$ cat src/rtl/eeprom_word_sequencer_pkg.sv
`default_nettype none
// ============================================================================
//  Module      : eeprom_seq_pkg
//  Description : Shared definitions for the EEPROM word sequencer: FSM state
//                encodings, controller op modes, ctrl/status bit positions
//                and a helper that assembles the controller ctrl word.
//  Ports       : none (package)
//  Revision    : 1.0 - initial release
// ============================================================================
package eeprom_seq_pkg;

  // FSM state encodings
  typedef logic [2:0] state_t;
  localparam state_t S_IDLE    = 3'd0;
  localparam state_t S_LAUNCH  = 3'd1;
  localparam state_t S_RUN     = 3'd2;
  localparam state_t S_CLEAR   = 3'd3;
  localparam state_t S_WR_WAIT = 3'd4;
  localparam state_t S_RESP    = 3'd5;

  // Controller op mode values for ctrl[3:1]
  localparam logic [2:0] OP_WRITE = 3'd0;
  localparam logic [2:0] OP_READ  = 3'd1;

  // Controller ctrl word bit positions
  localparam int CTRL_EN  = 0;
  localparam int CTRL_CLR = 7;

  // Controller status word bit positions
  localparam int STAT_FIN      = 1;
  localparam int STAT_STATE_LO = 2;
  localparam int STAT_STATE_HI = 9;

  // Assemble the controller ctrl word; all unlisted bits are 0.
  function automatic logic [31:0] build_ctrl(input logic       en,
                                             input logic [2:0] op,
                                             input logic [2:0] rate,
                                             input logic       clr);
    logic [31:0] w;
    w           = '0;
    w[CTRL_EN]  = en;
    w[3:1]      = op;
    w[6:4]      = rate;
    w[CTRL_CLR] = clr;
    return w;
  endfunction

endpackage
`default_nettype wire

$ cat src/rtl/eeprom_word_sequencer_sync_2ff.sv
`default_nettype none
// ============================================================================
//  Module      : sync_2ff
//  Description : Two-flop synchroniser for a single level signal coming from
//                the I2C controller's divided clock domain.
//  Ports       : i_clk  - destination clock
//                i_rst  - synchronous active-high reset (output clears to 0)
//                i_d    - asynchronous level input
//                o_q    - synchronised level
//  Revision    : 1.0 - initial release
// ============================================================================
module sync_2ff (
  input  logic i_clk,
  input  logic i_rst,
  input  logic i_d,
  output logic o_q
);

  logic meta_q, meta_d;
  logic sync_q, sync_d;

  always_comb begin
    meta_d = i_d;
    sync_d = meta_q;
  end

  always_ff @(posedge i_clk) begin
    if (i_rst) begin
      meta_q <= 1'b0;
      sync_q <= 1'b0;
    end else begin
      meta_q <= meta_d;
      sync_q <= sync_d;
    end
  end

  assign o_q = sync_q;

endmodule
`default_nettype wire

$ cat src/rtl/eeprom_word_sequencer.sv
`default_nettype none
// ============================================================================
//  Module      : eeprom_word_sequencer
//  Description : Command stage in front of the I2C EEPROM controller. Turns a
//                32-bit word read/write request into a controller launch,
//                tracks completion via the status word, clears the finish
//                flag, waits out the EEPROM write cycle and returns a single
//                beat response (read data or timeout error).
//  Ports       : i_clk/i_rst              - clock, synchronous active-high reset
//                i_req_*/o_req_ready      - request channel (accepted in IDLE)
//                o_rsp_*                  - one-cycle response
//                o_busy                   - high whenever not idle
//                o_i2c_ctrl/dev/reg/w_data- controller command inputs
//                i_i2c_status/rd_data*    - controller status and read bytes
//  Revision    : 1.0 - initial release
// ============================================================================
module eeprom_word_sequencer
  import eeprom_seq_pkg::*;
#(
  parameter logic [6:0]  DEV_ADDR       = 7'h50,
  parameter logic [2:0]  CLK_RATE       = 3'd6,
  parameter int unsigned WR_WAIT_CYCLES = 500000,
  parameter int unsigned TIMEOUT_CYCLES = 2000000
) (
  input  logic        i_clk,
  input  logic        i_rst,
  input  logic        i_req_valid,
  input  logic        i_req_write,
  input  logic [13:0] i_req_waddr,
  input  logic [31:0] i_req_wdata,
  output logic        o_req_ready,
  output logic        o_rsp_valid,
  output logic [31:0] o_rsp_rdata,
  output logic        o_rsp_err,
  output logic        o_busy,
  output logic [31:0] o_i2c_ctrl,
  output logic [6:0]  o_i2c_dev_addr,
  output logic [15:0] o_i2c_reg_addr,
  output logic [31:0] o_i2c_w_data,
  input  logic [31:0] i_i2c_status,
  input  logic [7:0]  i_i2c_rd_data,
  input  logic [7:0]  i_i2c_rd_data_2,
  input  logic [7:0]  i_i2c_rd_data_3,
  input  logic [7:0]  i_i2c_rd_data_4
);

  localparam int TMO_W  = (TIMEOUT_CYCLES > 2) ? $clog2(TIMEOUT_CYCLES) : 1;
  localparam int WAIT_W = (WR_WAIT_CYCLES > 2) ? $clog2(WR_WAIT_CYCLES) : 1;
  localparam logic [TMO_W-1:0]  TMO_LAST  = TMO_W'(TIMEOUT_CYCLES - 1);
  localparam logic [WAIT_W-1:0] WAIT_LAST = WAIT_W'(WR_WAIT_CYCLES - 1);

  state_t            state_q,   state_d;
  logic              op_read_q, op_read_d;
  logic [13:0]       waddr_q,   waddr_d;
  logic [31:0]       wdata_q,   wdata_d;
  logic [31:0]       rdata_q,   rdata_d;
  logic              err_q,     err_d;
  logic              en_q,      en_d;
  logic              clr_q,     clr_d;
  logic [TMO_W-1:0]  tmo_q,     tmo_d;
  logic [WAIT_W-1:0] wait_q,    wait_d;

  logic fin_s, run_s;
  logic tmo_active, tmo_hit;
  logic unused_status_bits;

  // Status comes from the controller's divided clock: resynchronise both
  // the finish flag and the "controller not idle" indication.
  sync_2ff u_sync_fin (
    .i_clk (i_clk),
    .i_rst (i_rst),
    .i_d   (i_i2c_status[STAT_FIN]),
    .o_q   (fin_s)
  );

  sync_2ff u_sync_run (
    .i_clk (i_clk),
    .i_rst (i_rst),
    .i_d   (|i_i2c_status[STAT_STATE_HI:STAT_STATE_LO]),
    .o_q   (run_s)
  );

  assign unused_status_bits = ^{i_i2c_status[31:STAT_STATE_HI+1], i_i2c_status[0]};

  assign tmo_active = (state_q == S_LAUNCH) || (state_q == S_RUN) || (state_q == S_CLEAR);
  assign tmo_hit    = tmo_active && (tmo_q == TMO_LAST);

  always_comb begin
    state_d   = state_q;
    op_read_d = op_read_q;
    waddr_d   = waddr_q;
    wdata_d   = wdata_q;
    rdata_d   = rdata_q;
    err_d     = err_q;
    en_d      = en_q;
    clr_d     = clr_q;
    tmo_d     = tmo_q;
    wait_d    = wait_q;

    // Saturating timeout counter; it never reaches past TMO_LAST because
    // hitting it forces the FSM out of the counted states.
    if (tmo_active && (tmo_q != TMO_LAST)) begin
      tmo_d = tmo_q + 1'b1;
    end

    case (state_q)
      S_IDLE: begin
        if (i_req_valid) begin
          op_read_d = ~i_req_write;
          waddr_d   = i_req_waddr;
          wdata_d   = i_req_wdata;
          rdata_d   = '0;
          err_d     = 1'b0;
          en_d      = 1'b1;
          clr_d     = 1'b0;
          tmo_d     = '0;
          state_d   = S_LAUNCH;
        end
      end

      S_LAUNCH: begin
        // The controller latches enable itself; dropping it once it is
        // running prevents a second transfer after it returns to idle.
        if (run_s) begin
          en_d    = 1'b0;
          state_d = S_RUN;
        end
      end

      S_RUN: begin
        // A read makes two controller passes with a short idle gap between
        // them, so only the finish flag ends this state.
        if (fin_s) begin
          if (op_read_q) begin
            rdata_d = {i_i2c_rd_data, i_i2c_rd_data_2, i_i2c_rd_data_3, i_i2c_rd_data_4};
          end
          clr_d   = 1'b1;
          state_d = S_CLEAR;
        end
      end

      S_CLEAR: begin
        if (!fin_s) begin
          clr_d = 1'b0;
          if (op_read_q || (WR_WAIT_CYCLES == 0)) begin
            state_d = S_RESP;
          end else begin
            wait_d  = '0;
            state_d = S_WR_WAIT;
          end
        end
      end

      S_WR_WAIT: begin
        if (wait_q == WAIT_LAST) begin
          state_d = S_RESP;
        end else begin
          wait_d = wait_q + 1'b1;
        end
      end

      S_RESP: begin
        clr_d   = 1'b0;
        state_d = S_IDLE;
      end

      default: begin
        en_d    = 1'b0;
        clr_d   = 1'b0;
        state_d = S_IDLE;
      end
    endcase

    // Timeout overrides whatever the counted state decided. The finish
    // clear is pulsed during the response cycle in case finish is late.
    if (tmo_hit) begin
      err_d   = 1'b1;
      en_d    = 1'b0;
      clr_d   = 1'b1;
      rdata_d = '0;
      state_d = S_RESP;
    end
  end

  always_ff @(posedge i_clk) begin
    if (i_rst) begin
      state_q   <= S_IDLE;
      op_read_q <= 1'b0;
      waddr_q   <= '0;
      wdata_q   <= '0;
      rdata_q   <= '0;
      err_q     <= 1'b0;
      en_q      <= 1'b0;
      clr_q     <= 1'b0;
      tmo_q     <= '0;
      wait_q    <= '0;
    end else begin
      state_q   <= state_d;
      op_read_q <= op_read_d;
      waddr_q   <= waddr_d;
      wdata_q   <= wdata_d;
      rdata_q   <= rdata_d;
      err_q     <= err_d;
      en_q      <= en_d;
      clr_q     <= clr_d;
      tmo_q     <= tmo_d;
      wait_q    <= wait_d;
    end
  end

  assign o_req_ready    = (state_q == S_IDLE);
  assign o_busy         = (state_q != S_IDLE);
  assign o_rsp_valid    = (state_q == S_RESP);
  assign o_rsp_rdata    = rdata_q;
  assign o_rsp_err      = err_q;
  assign o_i2c_ctrl     = build_ctrl(en_q, op_read_q ? OP_READ : OP_WRITE, CLK_RATE, clr_q);
  assign o_i2c_dev_addr = DEV_ADDR;
  assign o_i2c_reg_addr = {waddr_q, 2'b00};
  assign o_i2c_w_data   = wdata_q;

endmodule
`default_nettype wire

$ cat config.mk
export PLATFORM = sky130hd
export DESIGN_NAME = eeprom_word_sequencer
export DESIGN_NICKNAME = d
export VERILOG_FILES = /design/src/rtl/eeprom_word_sequencer_pkg.sv /design/src/rtl/eeprom_word_sequencer_sync_2ff.sv /design/src/rtl/eeprom_word_sequencer.sv
export SDC_FILE = /design/constraint.sdc
export NUM_CORES = 1
export LEC_CHECK = 0
export ABC_AREA = 1
export BUFFER_PORTS_ARGS = -buffer_cell sky130_fd_sc_hd__buf_4
export CORE_UTILIZATION = 44
export DETAILED_ROUTE_END_ITERATION = 10
export PLACE_DENSITY = 0.83
export SLEW_MARGIN = 20
export SYNTH_ARGS = -nofsm -noshare
export SYNTH_HDL_FRONTEND = slang
export SYNTH_SLANG_ARGS = --single-unit
$ cat constraint.sdc
create_clock -name i_clk -period 1.5 [get_ports i_clk]
set_input_delay 0.15 -clock i_clk [delete_from_list [all_inputs] [get_ports i_clk]]
set_output_delay 0.15 -clock i_clk [all_outputs]
set_load 0.02 [all_outputs]
======== Word-level counts from Yosys, hierarchy flattened ========
Index checks and enable logic that the tools add are counted.
storage, ports and cells
  register bits after elaboration ......... 129
  word-level logic and storage cells ...... 93
cells by class
  add/sub/neg operators ................... 2
  equality and inequality tests ........... 22
  muxes and demuxes ....................... 30
  bitwise logic cells ..................... 2
  reductions and logical operators ........ 22
operator list
  kind                   count
  $mux 32                3
  $pmux 32 s2            1
  $mux 21                3
  $mux 19                3
  $pmux 19 s2            1
  $add 21x1->21 const B  1
  $eq 21x21->1 const B   1
  $ne 21x21->1 const B   1
  $add 19x1->19 const B  1
  $eq 19x19->1 const B   1
  $mux 3                 6
  $pmux 3 s5             1
  $ne 2x2->1 const B     6
  $reduce_and 4->1       3
  $mux 1                 10
  $reduce_and 5->1       2
  $ne 3x2->1 const B     3
  $reduce_bool 2->1      4
  $reduce_or 8->1        1
  $eq 3x2->1 const B     2
  $eq 3x3->1 const B     2
  $ne 2x1->1 const B     3
  $ne 3x3->1 const B     2
  $pmux 1 s4             1
  other kinds (11)       16

======== Longest topological paths before layout ========
Gate-level depths: netlist (run 1).
  word-level depth ........................ 7
  depth in mapped cells ................... 11

======== Hierarchy ========
Synthesis (run 1) repeated with hierarchy kept, for this count alone.
second synthesis, totals
  cells, all modules ...................... 900
  area, all modules ....................... 6272.3 sq um
by module, submodules not included
  module                 instances  cells each  area an instance (sq um)
  eeprom_word_sequencer  1          888         6162.2
  sync_2ff               2          6           55.1

======== Least setup slack after synthesis (run 1) ========
OpenSTA, ideal clock, no wires.
  kind .................................... reg2reg
  start point ............................. register state_q[0]
  end point ............................... register rdata_q[11] (netlist: o_rsp_rdata[11])
  arrival ................................. 1.558 ns
  required time ........................... 1.370 ns
  setup slack ............................. -0.188 ns
  stages on the path, launching flop included .. 9
  buffers on the path ..................... 2
  cell sequence ........................... dfxtp_1 nor2_1 nand2_1 clkinv_1 nand2_1 a21boi_1 buf_2 buf_2 a211oi_2
on the way
  longest elaborated chain between the ends .. 5
ends and longest elaborated chain
  element                                          RTL line                                                   source
  start: declaration                               eeprom_word_sequencer.sv:52                                state_t state_q, state_d;
  start signal: assignment                         eeprom_word_sequencer.sv:198                               state_q <= state_d;
  $eq 3x1->1 / $eq 3x2->1 (equally long branches)  eeprom_word_sequencer.sv:85, eeprom_word_sequencer.sv:106
  $logic_or 1x1->1 (2 in series)                   eeprom_word_sequencer.sv:85                                assign tmo_active = (state_q == S_LAUNCH) || (state_q == S_RUN) || (state_q == S_CLEAR);
  $logic_and 1x1->1                                eeprom_word_sequencer.sv:86                                assign tmo_hit = tmo_active && (tmo_q == TMO_LAST);
  $reduce_or 2->1 (no source line)                 n/a
  end signal: assignment                           eeprom_word_sequencer.sv:202                               rdata_q <= rdata_d;
  end: declaration                                 eeprom_word_sequencer.sv:56                                logic [31:0] rdata_q, rdata_d;
Parallel ways exist; a longest one is shown, timed or not.
A chain may end at the register's enable or synchronous reset.

======== Worst setup path in the final report (run 1) ========
  start point ............................. register tmo_q[12]
  end point ............................... register rdata_q[9] (netlist: o_rsp_rdata[9])
on the way
  longest elaborated chain between the ends .. 3
ends and longest elaborated chain
  element                           RTL line                      source
  start: declaration                eeprom_word_sequencer.sv:60   logic [TMO_W-1:0] tmo_q, tmo_d;
  start signal: assignment          eeprom_word_sequencer.sv:206  tmo_q <= tmo_d;
  $eq 21x21->1                      eeprom_word_sequencer.sv:86
  $logic_and 1x1->1                 eeprom_word_sequencer.sv:86
  $reduce_or 2->1 (no source line)  n/a
No other way between the ends.

==> impl_results.md, run 1 <==
- Worst hold start: i_req_wdata[13]
- Tot GR Track Use: 0.2983
- Fmax: 593.4 MHz
- Largest net degree at the start of global routing: 62
- Clk slew on worst S/H paths: 60 ps
- Hold WS: 0.5185 ps
- Final period util: 1.124
- Sw frac: 0.4010
- Vias per cell: 5.472
- Tmin final: 1685 ps
- Hold Crit Class: in -> reg
- MaxCap Viol Count: 0
- Worst EP required: 1820 ps
- Clk_skew: 11.11 ps
- CP startpoint: tmo_q[12]
- Synth warnings: 0
- Core Footprint: 13400 sq um
- Maximum vdd drop: 1162 uV
- Final setup vio count: 79
- Global-route wire length before repair: 33690 um
- Worst-margin pin slew: 742.3 ps
- Vias: 7502
- Commonest cells in the netlist: nand2_1, dfxtp_1, nor2_1
- Clock Tree Buf Depth: 2
- Die Y: 120.1 um
- Nets: 1298
- Initial Util: 0.4581
- Post-route setup slack: -185.3 ps
- Routed WL: 24350 um
- CP Max Fanout: 6
- Area growth syn-to-layout: 69.59%
- Seq/Total Area, Yosys: 0.4207
- Pwr Density: 1723 nW/um^2
- Aggregate global routing overflow: 0
- GP Congestion: 0.8973
- Failing checks: setup timing
- Footprint of the multi-input gates: 3607 sq um
- Grt met1 use: 0.3144
- Hold Fails Final Rpt: 0
- Clock power frac: 0.231
- Share of the synthesized area in the top cell type: 0.4207
- Status: finished with violations
- Filler cells: 747
- I/O Pins: 237
- Combinational Power Share: 0.505
- Final Util: 0.7768
- Synth async-reset ratio: 0
- Post-synth cell types: 32
- Drt first pass iters: 5
- DIE WIDTH: 120.1 um
- Ys flop type: dfxtp_1
- Rows: 42
- Met3 track demand over resource: 0.08555
- Iter 0 DRT Violations: 639
- Die area: 14430 sq um
- Worst R2R Start: tmo_q[12]
- Top cells by area, synth: dfxtp_1, nand2_1, nor2_1, a21oi_1, nand3_1
- GRT Max-Usage Layer: met2
- Register area: 2613 sq um
- Mean Syn Cell Area: 7.213 sq um
- Leading area contributor after synthesis: dfxtp_1
- Leak Pwr: 4.321 nW
- Final Max Slew Viols: 0
- Mapped Area: 6138 sq um
- Worst slew margin: 0.5051
- Int Power: 10.75 mW
- Initial antenna violation count: 0
- Sequential group share of total power: 0.264
- RSZ-0062 raised after global routing: true
- Remaining DRCs: 0
- Antenna-violating nets left: 0
- Count leader, synth: nand2_1
- ANT cells: 0
- Worst Path Arrival: 2000 ps
- Clk Latency, worst-skew pair: 430 ps
- Post-Synthesis Cells: 851
- Vias in the first global route: 7029
- WL/cell: 17.76 um
- H-Tree Level Count: 4
- Post-synth EDFFs: 0
- Share of layout cells above drive strength 1: 0.4418
- Flip-flop and latch count after synthesis: 129
- # port buffers: 175
- Dpl hpwl: 11490 um
- Worst Setup End Kind: register
- Met2 Use GR: 0.5435
- CTS tree: built
- Setup CP Type: reg -> reg
- Startpoint Class: register
- TritonCTS Buffers: 17
- # clock sinks: 129
- Switching Power: 7.192 mW
- CTS root buffer: clkbuf_16
flip-flops by register name, indices dropped and copies added, names as in the netlist:
| register | cells |
|---|---|
| clr_q | 1 |
| en_q | 1 |
| o_rsp_rdata | 32 |
| o_i2c_w_data | 32 |
| u_sync_run.o_q | 1 |
| waddr_q | 14 |
| op_read_q | 1 |
| u_sync_run.meta_q | 1 |
| tmo_q | 21 |
| wait_q | 19 |
| u_sync_fin.o_q | 1 |
| state_q | 3 |
| o_rsp_err | 1 |
| u_sync_fin.meta_q | 1 |
path summary, 6_finish.rpt:
kind	slack, ps	depth (start not counted)	end
setup / recovery	-190	9	o_rsp_rdata[9]
hold / removal	0.5	3	o_i2c_w_data[13]
setup reg to reg	-190	9	o_rsp_rdata[9]
hold reg to reg	430	2	u_sync_run.o_q
per-layer routing:
metal,routed length (um),part of all wire,vias up
met3,2225,0.091,109
met4,990,0.041,0
met2,12460,0.51,473
met5,0,0,-
met1,8677,0.36,3545
li1,-,-,3375
power by group through the flow:
| stage | sequential, mW | clock, mW | combinational [mW] |
|---|---|---|---|
| after floorplan | 5.39 | 0 | 3.07 |
| final | 4.74 | 4.14 | 9.05 |
| after CTS | 4.65 | 4.12 | 8.21 |
| after global routing | 4.80 | 4.32 | 9.50 |
| after detailed placement | 4.67 | 0 | 6.24 |
| after global placement | 4.64 | 0 | 6.12 |
area by class of cell:
| type | count | area share |
|---|---|---|
| Timing Repair inverter | 1 | 0.0007212 |
| Timing Repair Buffer | 355 | 0.3023 |
| Clock buffer | 21 | 0.04615 |
| Inverter | 55 | 0.02248 |
| Tap cell | 176 | 0.02115 |
| Sequential cell | 129 | 0.2510 |
| Clock inverter | 11 | 0.009736 |
| Multi-Input combinational cell | 623 | 0.3465 |
what timing repair did:
item                                    4_1_cts  5_1_grt
hold endpoints to repair                     38        0
gates cloned                                  6        5
hold buffers                                 41        0
endpoints found under the setup margin       87      115
buffers inserted                             29       19
pin swaps                                    51       44
resized for setup                           140      101
cells in the final DEF, fill, tap and decap left out, drive strengths merged, types with 2 or more instances in the layout:
| cell type | n |
|---|---|
| a21oi | 80 |
| nor3 | 13 |
| o21ai | 24 |
| a211oi | 32 |
| inv | 56 |
| xor2 | 8 |
| clkbuf | 25 |
| o211ai | 2 |
| nand2 | 215 |
| or2 | 4 |
| clkinv | 5 |
| nand3 | 74 |
| clkinvlp | 5 |
| nor4 | 2 |
| nand4 | 8 |
| nor2 | 112 |
| buf | 310 |
| nand3b | 3 |
| conb | 38 |
| ha | 2 |
| xnor2 | 2 |
| dlygate4sd3 | 41 |
| dfxtp | 129 |
per-stage QoR:
step	instances	power (mW)	setup WS, ps	area [sq um]	TNS [ps]
global route	1371	18.63	-237.0	10410	-14290
CTS	1352	16.97	-89.42	9926	-2103
global placement	1244	10.76	-115.8	8097	-2391
detailed placement	1244	10.91	-156.6	8097	-5101
finish	1371	17.94	-185.3	10410	-9409
floorplan	887	8.463	-8.807	6375	-95.15
logic make-up (layout without fill, tap and decap cells):
kind of cell | after synthesis | count (layout) | synth area share
simple gates | 429 | 431 | 0.2898
compound gates | 142 | 142 | 0.1549
buf+inv | 137 | 443 | 0.1150
flops | 129 | 129 | 0.4207
xor+xnor | 10 | 10 | 0.01427
fa+ha+maj | 2 | 2 | 0.004076
other cells | 2 | 38 | 0.001223
critical path, stage by stage (launching register included):
cell and delay, ps:
dfxtp_1 310, nor2_1 170, nand2_2 110, nor2_4 150, nand3_4 130, buf_4 170
o21ai_4 150, buf_6 170, clkbuf_16 160, a211oi_2 50
Power figures use the tool's default switching activity.
==> inputs of run 2 (changes only) <==
Clock period 1.5 ns to 1.4 ns, I/O delays scaled along.
==> impl_results.md, run 2 <==
- CTS root buffer: clkbuf_16
- Post-synth cell types: 32 (unchanged)
- Rows: 42 (unchanged)
- Mean Syn Cell Area: 7.213 sq um (unchanged)
- Post-synth EDFFs: 0 (unchanged)
- Flip-flop and latch count after synthesis: 129 (unchanged)
- Largest net degree at the start of global routing: 62
- Status: did not finish
- Tot GR Track Use: 0.6676
- WEP type: register data pin
- TritonCTS Buffers: 17 (unchanged)
- Commonest cells in the netlist: nand2_1, dfxtp_1, nor2_1
- Dpl hpwl: 12170 um (+6.0%)
- Synth warnings: 0 (unchanged)
- Last stage: global routing
- Synth async-reset ratio: 0 (unchanged)
- Leading area contributor after synthesis: dfxtp_1
- Top cells by area, synth: dfxtp_1, nand2_1, nor2_1, a21oi_1, nand3_1
- Die Y: 120.1 um (unchanged)
- Stop err: [ERROR GRT-0232] Routing congestion too high. Check the congestion heatmap in the GUI.
- Share of the synthesized area in the top cell type: 0.4207 (unchanged)
- Aggregate global routing overflow: 170
- Inst Count DP: 1267 (+1.8%)
- Clock Tree Buf Depth: 2 (unchanged)
- H-Tree Level Count: 4 (unchanged)
- # port buffers: 175 (unchanged)
- GP Congestion: 0.9084 (+1.2%)
- Initial Util: 0.4581 (unchanged)
- I/O Pins: 237 (unchanged)
- Worst endpoint, post-GRT repair: tmo_q[4]$_SDFF_PP0_/D
- Post-Synthesis Cells: 851 (unchanged)
- Ys flop type: dfxtp_1
- Post-DP Area: 8363 sq um (+3.3%)
- Count leader, synth: nand2_1
- Seq/Total Area, Yosys: 0.4207 (unchanged)
- DIE WIDTH: 120.1 um (unchanged)
- # clock sinks: 129 (unchanged)
- Mapped Area: 6138 sq um (unchanged)
run 2: what timing repair did:
action | CTS
pin swaps | 24
hold buffers | 74
gates cloned | 9
hold endpoints to repair | 72
endpoints found under the setup margin | 105
gates resized for setup | 68
setup buffers | 17
run 2: routing by layer:
| metal | GRT overflow | global-route usage |
|---|---|---|
| met4 | 87 | 0.7781 |
| met3 | 1 | 0.4739 |
| met2 | 82 | 0.9106 |
| met5 | 0 | 0.03309 |
| met1 | 0 | 0.5969 |
run 2: cells by family after synthesis:
family | after synthesis | share of synthesized area
xor gates and xnor gates | 10 | 0.01427
adders and majority gates | 2 | 0.004076
buffers and inverters | 137 | 0.1150
and+or+nand+nor | 429 | 0.2898
AOI/OAI and AO/OA | 142 | 0.1549
other | 2 | 0.001223
DFF | 129 | 0.4207
run 2: per-stage QoR:
step	hold slack [ps]	worst slack, ps
after global placement	314.1	-249.8
after floorplan	230.0	-85.06
after detailed placement	318.1	-271.9
after CTS	0.5254	-242.1
==> inputs of run 3 (changes only) <==
Settings changed: CORE_UTILIZATION 44 to 40, PLACE_DENSITY 0.83 to unset, PLACE_DENSITY_LB_ADDON set to 0.15.
Clock period 1.4 ns to 1.8 ns, I/O delays scaled along.
==> impl_results.md, run 3 (synthesis results as in run 1) <==
- TritonCTS Buffers: 17 (unchanged)
- ANT cells: 0
- Clk_skew: 9.739 ps
- Worst Setup End Kind: register
- Commonest non-fill, non-tap cells in the layout: nand2_1, buf_4, dfxtp_1
- CTS tree: built
- Setup tns final: 0 ps
- Routed WL: 16190 um
- Largest net degree at the start of global routing: 62
- Clk slew on worst S/H paths: 60 ps
- Vias: 5945
- Remaining DRCs: 0
- Setup CP Type: reg -> reg
- Post-route setup slack: 93.28 ps
- CTS root buffer: clkbuf_16
- Pwr Density: 1443 nW/um^2
- Final Max Slew Viols: 0
- Commonest non-fill, non-tap cell in the layout: nand2_1
- Aggregate global routing overflow: 0
- Dpl hpwl: 10970 um (-9.9%)
- # clock sinks: 129 (unchanged)
- Share of layout cells above drive strength 1: 0.2972
- M1 wire length: 7296 um
- Iter 0 DRT Violations: 427
- Drt first pass iters: 4
- DIE WIDTH: 125.9 um (+4.8%)
- Nets: 1163
- Maximum vdd drop: 748.9 uV
- Die Y: 125.9 um (+4.8%)
- Rows: 44 (+4.8%)
- Tot GR Track Use: 0.1960
- # port buffers: 175 (unchanged)
- MaxCap Viol Count: 0
- Footprint of the multi-input gates: 3047 sq um
- H-Tree Level Count: 4 (unchanged)
- Worst Path Arrival: 2010 ps
- Initial antenna violation count: 0
- Clock Tree Buf Depth: 2 (unchanged)
- Global-route wire length before repair: 25030 um
- Area growth syn-to-layout: 38.06%
- Vias per cell: 4.779
- Highest Signal Layer: met4
- I/O Pins: 237 (unchanged)
- Worst slew margin: 0.5510
- Core Footprint: 14750 sq um
- Vias in the first global route: 5266
- Hold Fails Final Rpt: 0
- Final setup vio count: 0
- Die area: 15850 sq um
- Worst EP required: 2100 ps
- Antenna-violating nets left: 0
- Fmax: 585.9 MHz
- Place WS: -67.39 ps (+204.5 ps)
- Final period util: 0.9482
- Register area: 2592 sq um
- Startpoint Class: register
- Status: finished clean
- GP Congestion: 0.8543 (-6.0%)
- Worst-margin pin slew: 673.5 ps
- WL/cell: 13.02 um
- Met3 WL: 1184 um
- CP Max Fanout: 8
- Hold Crit Class: in -> reg
- Initial Util: 0.4160 (-0.04203)
- Leak Pwr: 3.489 nW
- Tmin final: 1707 ps
- DR WL met2: 7519 um
- Filler cells: 1391
- RSZ-0062 raised after global routing: true
- Clk Latency, worst-skew pair: 420 ps
==> run 3: final timing paths <==
check	from	to	slack, ps	cells past startpoint
setup reg to reg	tmo_q[0]	o_rsp_rdata[5]	90	8
setup / recovery	tmo_q[0]	o_rsp_rdata[5]	90	8
hold reg to reg	u_sync_fin.meta_q	u_sync_fin.o_q	430	2
hold / removal	i_req_waddr[11]	waddr_q[11]	20	3
==> run 3: worst max-delay path, stage by stage (launching register included) <==
cell	delay [ps]
dfxtp_2	330
ha_2	180
nand3_1	110
nor2_2	120
nand3_2	100
buf_6	160
o21ai_4	300
clkbuf_16	240
a211oi_2	40
==> run 3: area by class of cell <==
class	count	area share
clock buffers	18	0.05064
clock inverters	14	0.01536
inverters	55	0.02569
multi-input cells	621	0.3595
flip-flops and latches	129	0.3059
well taps	184	0.02717
repair buffers	223	0.2157
==> run 3: stage by stage <==
stage | hold slack [ps] | std cells | utilization | cell area [sq um] | power (mW)
after floorplan | 269.9 | 887 | - | 6274 | 6.921
after global placement | 355.9 | 1196 | 0.5171 | 7630 | 8.628
after detailed placement | 358.3 | 1196 | 0.5171 | 7630 | 8.659
after CTS | 1.244 | 1232 | 0.5582 | 8235 | 11.97
after global routing | 13.32 | 1244 | 0.5744 | 8474 | 12.97
final | 16.94 | 1244 | 0.5744 | 8474 | 12.23
==> run 3: where the power goes <==
group          switching [mW]  internal, mW
clock                    1.33          1.91
sequential              0.330          3.47
combinational            3.06          2.13
total                    4.72          7.51
==> run 3: layer usage <==
metal	vias to the layer above	GRT usage
li1	3091	-
met1	2657	0.2489
met2	181	0.3123
met3	16	0.06032
met4	0	0.07229
met5	-	0
==> run 3: what timing repair did <==
item,in CTS,in global routing
setup endpoints to repair,11,115
setup buffers,0,7
cloned,0,5
resized for setup,2,28
pin swaps,0,4
hold buffers,4,0
hold endpoints to repair,4,0
==> inputs of run 4 (changes only) <==
Settings changed: ABC_AREA 1 to unset, PLACE_DENSITY set to 0.71, PLACE_DENSITY_LB_ADDON 0.15 to unset.
==> impl_results.md, run 4 <==
- ANT cells: 0 (unchanged)
- Maximum vdd drop: 705.6 uV (-5.8%)
- CP startpoint: state_q[0]
- Post-synth EDFFs: 0 (unchanged)
- Tmin final: 1766 ps (+59.08 ps)
- Pwr Density: 949.6 nW/um^2 (-34%)
- Place WS: -2.668 ps (+64.72 ps)
- Rows: 43 (-2.3%)
- Vias in the first global route: 5188 (-1.5%)
- Commonest cells in the netlist: nand2_1, dfxtp_1, a21oi_1
- Remaining DRCs: 0 (unchanged)
- Post-route setup slack: 34.20 ps (-59.08 ps)
- MaxCap Viol Count: 0 (unchanged)
- Commonest non-fill, non-tap cells in the layout: buf_4, nand2_1, dfxtp_1
- # clock sinks: 129 (unchanged)
- Post-layout power: 8.197 mW (-33%)
- Worst R2R Start: state_q[0]
- GP Congestion: 0.8657 (+1.3%)
- Worst Path Arrival: 2120 ps (+110 ps)
- Leading area contributor after synthesis: dfxtp_1
- Routed WL: 15740 um (-2.8%)
- Share of the synthesized area in the top cell type: 0.4543 (+0.03362)
- H-Tree Level Count: 4 (unchanged)
- Post-Synth Adder-Cell Area: 0.004402 (+0.0003257)
- Ys flop type: dfxtp_1
- DIE WIDTH: 121.2 um (-3.7%)
- Top cells by area, synth: dfxtp_1, nand2_1, a21oi_1, buf_4, nand3_1
- Clk slew on worst S/H paths: 60 ps (about the same)
- Aggregate global routing overflow: 0 (unchanged)
- Die area: 14690 sq um (-7.3%)
- Commonest non-fill, non-tap cell in the layout: buf_4
- Nets: 1075 (-7.6%)
- Startpoint Class: register
- Worst Setup End Kind: register
- Dpl hpwl: 10050 um (-8.4%)
- # port buffers: 175 (unchanged)
- CP max stage cell: or4_4
- Flip-flop and latch count after synthesis: 129 (unchanged)
- Worst-margin pin slew: 504.8 ps (-168.7 ps)
- Initial Util: 0.4095 (-0.006544)
- WL/cell: 13.66 um (+5.0%)
- Clk_skew: 6.304 ps (-3.436 ps)
- RSZ-0062 raised after global routing: true
- Xor/xnor share of the synthesized area: 0.03236 (+0.01809)
- TritonCTS Buffers: 17 (unchanged)
- Mean Syn Cell Area: 7.972 sq um (+11%)
- Hold Fails Final Rpt: 0 (unchanged)
- Final instance area: 8632 sq um (+1.9%)
- Vias per cell: 5.034 (+5.3%)
- Clk Latency, worst-skew pair: 420 ps (about the same)
- Hold Crit Class: in -> reg
- Final Max Slew Viols: 0 (unchanged)
- Setup CP Type: reg -> reg
- CTS tree: built
- Worst hold start: i_req_wdata[11]
- Area growth syn-to-layout: 51.86%
- Final setup vio count: 0 (unchanged)
- Mux contribution to synthesized area: 0.005723 (+0.005723)
- Worst EP required: 2160 ps (+60 ps)
- Critical-path cell list: or3b_4, o21a_1, a21o_1, or4_4, a21oi_2
- Core Footprint: 13880 sq um (-5.9%)
- Fmax: 566.3 MHz (-3.3%)
- Share of layout cells above drive strength 1: 0.3230 (+0.02588)
- Initial antenna violation count: 0 (unchanged)
- Final Instance Count excl. Fillers: 1152 (-7.4%)
- Largest family of logic cells by synthesized area: simple AND/OR/NAND/NOR gates
- Post-synth cell types: 52 (+63%)
- Synth warnings: 0 (unchanged)
- Drt first pass iters: 5 (+1)
- Global-route wire length before repair: 24470 um (-2.2%)
- Status: finished clean
- Synth async-reset ratio: 0 (unchanged)
- Post-DP Area: 7382 sq um (-3.2%)
- Synth Area in Compound Gates: 0.1369 (-0.01800)
- Final period util: 0.9810 (+0.03282)
- CP Max Fanout: 4 (-4)
- Tot GR Track Use: 0.2092 (+0.01320)
- I/O Pins: 237 (unchanged)
- Seq/Total Area, Yosys: 0.4543 (+0.03362)
- Worst slew margin: 0.6635 (+0.1125)
- Antenna-violating nets left: 0 (unchanged)
- Iter 0 DRT Violations: 357 (-16%)
- Post-Synth Simple-Gate Area: 0.2743 (-0.01558)
- Mapped Area: 5684 sq um (-7.4%)
- Critical Path Max Stage Delay: 420 ps (+90 ps)
- CTS root buffer: clkbuf_16
- Clock Tree Buf Depth: 2 (unchanged)
- Post-Synthesis Cells: 713 (-16%)
- Die Y: 121.2 um (-3.7%)
- Vias: 5799 (-2.5%)
- Count leader, synth: nand2_1
- Leak Pwr: 3.627 nW (+4.0%)
- Largest net degree at the start of global routing: 49 (-21%)
- Inst Count DP: 1079 (-9.8%)
-- run 4: cell types whose count changed after synthesis, moves of 10 or more --
| cell | previous run | this run |
|---|---|---|
| nor2_1 | 112 | 45 |
| or4_1 | 0 | 10 |
| nand3_1 | 74 | 51 |
| o21ai_0 | 23 | 10 |
| a211oi_2 | 28 | 0 |
| nand2_1 | 212 | 149 |
| inv_1 | 51 | 7 |
| a21oi_1 | 80 | 95 |
-- run 4: logic make-up (layout without fill, tap and decap cells) --
| family | after synthesis | after routing |
|---|---|---|
| simple gates | 327 | 327 |
| compound gates | 139 | 139 |
| flops | 129 | 129 |
| buf+inv | 90 | 313 |
| xor+xnor | 21 | 21 |
| mux | 3 | 3 |
| fa+ha+maj | 2 | 2 |
| other cells | 2 | 38 |
-- run 4: what timing repair did --
action,4_1_cts,5_1_grt
hold buffers,35,0
endpoints found under the hold margin,35,0
pin swaps,0,11
setup endpoints to repair,12,21
gates resized for setup,5,44
buffers inserted,0,6
cloned,0,1
-- run 4: path summary, 6_finish.rpt --
| check | endpoint | slack [ps] | cells after the start |
|---|---|---|---|
| min reg2reg | u_sync_fin.o_q | 440 | 1 |
| max reg2reg | wait_q[5] | 30 | 5 |
| min | o_i2c_w_data[11] | 10 | 3 |
| max | wait_q[5] | 30 | 5 |
-- run 4: report_power, final --
group	switching (mW)	leakage, nW	internal, mW
combinational	0.815	2.27	0.618
clock	1.29	0.309	2.43
sequential	0.0675	1.05	2.98
total	2.17	3.63	6.03
-- run 4: cell type report --
cell class | count | area (sq um)
inverter | 7 | 26.28
tap | 180 | 225.2
clock inverter | 12 | 178.9
fill | 1151 | 5249
timing repair buffer | 274 | 2226
clock buffer | 20 | 466.7
sequential | 129 | 2595
multi-input combinational | 530 | 2914
-- run 4: critical path: cells and delay by family (launching register included) --
kind / cells / cell delay (ps)
simple gates: 2 / 810
compound gates: 3 / 540
flops: 1 / 350
-- run 4: layer usage --
layer	track usage	routed length (um)
met2	0.3386	7672
met1	0.2609	6633
met4	0.08179	406
met5	0	0
met3	0.06062	1027
-- run 4: through the flow --
stage          setup TNS, ps  utilization  hold WS, ps
2_1_floorplan              0            -        275.7
3_3_place_gp          -22.03       0.5318        364.5
3_5_place_dp          -4.232       0.5318        366.5
4_1_cts               -4.800       0.6057      0.01915
5_1_grt               -558.0       0.6219        10.39
6_report                   0       0.6219        11.44
